<file path="src/rtl/hazard_pkg.sv">
// Shared types and constants for the pipeline hazard/forwarding controller.
package hazard_pkg;

   localparam int             HZ_REG_W = 5;
   localparam logic [4:0]     XZR      = 5'd31;

   typedef enum logic [1:0] {
      FWD_REG   = 2'b00,
      FWD_EXMEM = 2'b01,
      FWD_MEMWB = 2'b10
   } fwd_sel_t;

   typedef enum logic [1:0] {
      RUN,
      STALL,
      FLUSH
   } hz_state_t;

   typedef struct packed {
      logic [HZ_REG_W-1:0] rd;
      logic                rw;
      logic                load;
      logic                valid;
   } stage_entry_t;

   localparam stage_entry_t BUBBLE = '{rd: '0, rw: 1'b0, load: 1'b0, valid: 1'b0};

endpackage

</file>
<file path="src/rtl/fwd_select.sv">
// Combinational forwarding-source select for one EX operand; EX/MEM wins over MEM/WB,
// and the zero register never forwards.
module fwd_select
   import hazard_pkg::*;
#(
   parameter int REG_W    = 5,
   parameter int ZERO_REG = 31
) (
   input  logic [REG_W-1:0] src,
   input  stage_entry_t     ex_e,
   input  stage_entry_t     mem_e,
   output fwd_sel_t         sel
);

   localparam logic [REG_W-1:0] ZR = REG_W'(ZERO_REG);

   // The load flag matters only for load-use detection, not for forwarding.
   logic unused_load;
   assign unused_load = ex_e.load ^ mem_e.load;

   // NOTE: sel gets its default first so no path through the block leaves it unassigned (no latch).
   always_comb begin
      sel = FWD_REG;
      if (src != ZR) begin
         if (ex_e.valid && ex_e.rw && ex_e.rd == src)
            sel = FWD_EXMEM;
         else if (mem_e.valid && mem_e.rw && mem_e.rd == src)
            sel = FWD_MEMWB;
      end
   end

endmodule

</file>
<file path="src/rtl/pipeline_hazard_ctrl.sv">
// Load-use stall, branch flush and registered forwarding-select controller for the 5-stage pipeline.
// Optional performance counters are built when HAZARD_PERF_CNT_EN is defined.
module pipeline_hazard_ctrl
   import hazard_pkg::*;
#(
   parameter int REG_W    = 5,
   parameter int ZERO_REG = 31,
   parameter int CNT_W    = 16
) (
   input  logic             clk,
   input  logic             rst_n,
   input  logic             id_valid,
   input  logic [REG_W-1:0] id_rn,
   input  logic [REG_W-1:0] id_rm,
   input  logic [REG_W-1:0] id_rd,
   input  logic             id_reg_write,
   input  logic             id_mem_read,
   input  logic             ex_branch_taken,
   output logic             stall,
   output logic             flush,
   output logic [1:0]       fwd_a,
   output logic [1:0]       fwd_b
`ifdef HAZARD_PERF_CNT_EN
   ,
   output logic [CNT_W-1:0] stall_count,
   output logic [CNT_W-1:0] flush_count
`endif
);

   localparam logic [REG_W-1:0] ZR = REG_W'(ZERO_REG);

   hz_state_t    state, state_nxt;
   stage_entry_t ex_e, mem_e, id_e;
   fwd_sel_t     fwd_a_nxt, fwd_b_nxt, fwd_a_q, fwd_b_q;
   logic         load_use, insert_bubble;

   fwd_select #(.REG_W(REG_W), .ZERO_REG(ZERO_REG)) u_fwd_a (
      .src(id_rn), .ex_e(ex_e), .mem_e(mem_e), .sel(fwd_a_nxt)
   );

   fwd_select #(.REG_W(REG_W), .ZERO_REG(ZERO_REG)) u_fwd_b (
      .src(id_rm), .ex_e(ex_e), .mem_e(mem_e), .sel(fwd_b_nxt)
   );

   assign id_e = '{rd: id_rd, rw: id_reg_write, load: id_mem_read, valid: 1'b1};

   // Flush is gated by rst_n because ex_branch_taken may be high while reset is asserted.
   always_comb begin
      load_use  = 1'b0;
      flush     = 1'b0;
      stall     = 1'b0;
      state_nxt = RUN;
      if (rst_n) begin
         load_use = (state != STALL) && id_valid && ex_e.valid && ex_e.load && ex_e.rw &&
                    (ex_e.rd != ZR) && (ex_e.rd == id_rn || ex_e.rd == id_rm);
         flush    = ex_branch_taken && (state != FLUSH);
         stall    = load_use && !flush;
      end
      if (flush)
         state_nxt = FLUSH;
      else if (stall)
         state_nxt = STALL;
   end

   assign insert_bubble = stall || flush || !id_valid;

   // NOTE: sequential state uses non-blocking assignments so every register samples pre-edge values.
   always_ff @(posedge clk or negedge rst_n) begin
      if (!rst_n) begin
         state   <= RUN;
         ex_e    <= BUBBLE;
         mem_e   <= BUBBLE;
         fwd_a_q <= FWD_REG;
         fwd_b_q <= FWD_REG;
      end else begin
         state   <= state_nxt;
         mem_e   <= ex_e;
         ex_e    <= insert_bubble ? BUBBLE : id_e;
         fwd_a_q <= insert_bubble ? FWD_REG : fwd_a_nxt;
         fwd_b_q <= insert_bubble ? FWD_REG : fwd_b_nxt;
      end
   end

   assign fwd_a = fwd_a_q;
   assign fwd_b = fwd_b_q;

`ifdef HAZARD_PERF_CNT_EN
   // Saturating event counters; they stick at all-ones rather than wrapping.
   always_ff @(posedge clk or negedge rst_n) begin
      if (!rst_n) begin
         stall_count <= '0;
         flush_count <= '0;
      end else begin
         if (stall && stall_count != '1)
            stall_count <= stall_count + 1'b1;
         if (flush && flush_count != '1)
            flush_count <= flush_count + 1'b1;
      end
   end
`endif

endmodule

</file>
<file path="config.mk">
export PLATFORM = sky130hd
export DESIGN_NAME = pipeline_hazard_ctrl
export DESIGN_NICKNAME = d
export VERILOG_FILES = /design/src/rtl/hazard_pkg.sv /design/src/rtl/fwd_select.sv /design/src/rtl/pipeline_hazard_ctrl.sv
export SDC_FILE = /design/constraint.sdc
export NUM_CORES = 1
export LEC_CHECK = 0
export ABC_AREA = 1
export CAP_MARGIN = 20
export CORE_MARGIN = 2
export CORE_UTILIZATION = 50
export DETAILED_ROUTE_END_ITERATION = 7
export PLACE_DENSITY = 0.77
export SLEW_MARGIN = 30
export SYNTH_ARGS = -nofsm -noshare
export SYNTH_HDL_FRONTEND = slang
export SYNTH_HIERARCHICAL = 1
export SYNTH_SLANG_ARGS = --single-unit
</file>
<file path="constraint.sdc">
create_clock -name clk -period 4.3 [get_ports clk]
set_clock_uncertainty 0.2 [all_clocks]
set_input_delay 0.43 -clock clk [delete_from_list [all_inputs] [get_ports clk]]
set_output_delay 0.43 -clock clk [all_outputs]
set_load 0.01 [all_outputs]
</file>
==> flow_summary.json <==
{
  "pwr-share-clk": 0.228,
  "tns_ps": 0,
  "p_leak_nw": 0.931,
  "num_io_pins": 27,
  "cpPeakStageDelay_ps": 520,
  "regToRegStartpoint": "ex_e[4]",
  "dr.pass1.iters": 4,
  "final_net_count": 266,
  "cap_violations": 0,
  "clock_path_buffers": 2,
  "status": "completed",
  "wirelength_um": 2570,
  "netlist_instances": 214,
  "p_seq_frac": 0.562,
  "max_slew_margin": 0.812,
  "endpoint_kind": "output pin",
  "cts_hold_buf": 0,
  "post-cts-setup-buffers": 0,
  "syn_area_sq_mm": 0.00136,
  "antenna_cells": 0,
  "die-width_um": 56.1,
  "grt_pass1_vias": 1103,
  "internal_power_mw": 0.280,
  "die_area_sq_mm": 0.00314,
  "syn_nets": 235,
  "finalCriticalPeriod_ps": 2870,
  "cts_tree": "done",
  "hold_end": "mem_e[0]",
  "hold_path_class": "flop to flop",
  "drive_above_1_share": 0.107,
  "crit_slowest_cell": "clkdlybuf4s50_1",
  "fmax_ghz": 0.348,
  "io_buffers": 26,
  "powerDensity_mw_per_mm2": 230,
  "reg2reg_slack_ps": 2720,
  "root_buffer": "clkbuf_4",
  "grt_antenna_before_repair": 0,
  "numCtsBuffers": 3,
  "grt_max_degree": 23,
  "rsz0062_at_grt": "false",
  "synth.avg_cell_area_sq_um": 6.34,
  "wire_per_inst_um": 9.39,
  "die_height_um": 56.1,
  "viasPerCell": 4.59,
  "critPathRequiredTime_ps": 3670,
  "clock_sinks": 21,
  "clock_latency_ps": 290,
  "hold_viol": 0,
  "route.vias.total": 1257,
  "peakVddDrop_mv": 0.216,
  "worst-path-max-fanout": 22,
  "min-delay-start": "ex_e[0]",
  "final_util": 0.665,
  "place.gp.congestion": 0.876,
  "core_sq_mm": 0.00252,
  "grt_pass1_wl_um": 4670,
  "layout_common_cells": "nand2_1, inv_1, nor2_1",
  "min_period_over_period": 0.668,
  "pwr-share-comb": 0.211,
  "detail-route-antenna-nets": 0,
  "syn2layout_area_growth_pct": 23.6,
  "track_usage": 0.184,
  "p_sw_mw": 0.106,
  "rows": 18,
  "htreeDepth": 1,
  "path_clk_slew_ps": 110,
  "crit_chain": "clkdlybuf4s50_1 -> buf_4 -> inv_1 -> nor2_1 -> nand3_1 -> nor2_1 -> nand2_2 -> inv_1 -> clkdlybuf4s50_1",
  "drt_iter0_drc": 53,
  "dp_hpwl_um": 2090,
  "maxSlewViolCount": 0,
  "drc_errors": 0,
  "yosysWarnings": 6,
  "critical_path_arrival_ps": 2240,
  "reg2reg_to": "fwd_a[0]",
  "initial_core_util": 0.538,
  "rr_worst_depth": 9,
  "worst_pin_slew_ps": 283,
  "worstSetupPathType": "input port to output pin",
  "swShare": 0.275,
  "critPathLaunchType": "input port",
  "overflow": 0,
  "finalSetupViolations": 0,
  "cts_resized": 0,
  "final_common_cell": "nand2_1",
  "hold_depth": 0
}
per-layer routing:
layer  vias to the layer above  routed length, um  track usage
met1                       548               1250        0.267
met3                         4                 96       0.0209
met5                         -                  0            0
met2                        24               1190        0.284
met4                         0                 36       0.0646
li1                        681                  -            -
worst max path at each step:
stage                        from    end  slack [ps]
after floorplan           ex_e[6]  stall        2690
after global routing        rst_n  stall        1280
final                       rst_n  stall        1430
after global placement      rst_n  stall        1420
after CTS                   rst_n  stall        1400
after detailed placement    rst_n  stall        1400
registers in the layout (all words and copies together) (netlist names):
name,cells
state,2
fwd_a,2
fwd_b,2
ex_e,8
mem_e,7
power groups by stage:
stage	Sequential (mW)	Clock (mW)	Combinational (mW)
after floorplan	0.218	0	0.0464
final	0.217	0.0879	0.0812
after CTS	0.217	0.0917	0.0822
after global routing	0.219	0.100	0.0944
after global placement	0.221	0	0.0808
after detailed placement	0.221	0	0.0818
through the flow:
step / hold slack (ps) / power, mW / worst slack, ps / instances / cell area (sq um)
2_1_floorplan: -65.6 / 0.264 / 2690 / 214 / 1360
3_3_place_gp: 209 / 0.301 / 1420 / 270 / 1650
3_5_place_dp: 209 / 0.303 / 1400 / 270 / 1650
4_1_cts: 232 / 0.391 / 1400 / 274 / 1680
5_1_grt: 251 / 0.413 / 1280 / 274 / 1680
6_report: 234 / 0.386 / 1430 / 274 / 1680
final cells by class:
type / instances / area (sq um)
Sequential cell: 21 / 526
Multi-Input combinational cell: 137 / 613
Fill cell: 246 / 846
Tap cell: 30 / 37.5
Clock buffer: 4 / 26.3
Inverter: 55 / 206
Timing Repair Buffer: 27 / 268
critical path: cells and delay by family:
kind | cells | cell delay [ps]
buffers and inverters | 5 | 1410
and+or+nand+nor | 4 | 400
No activity file was read; power rests on OpenSTA's default activity.
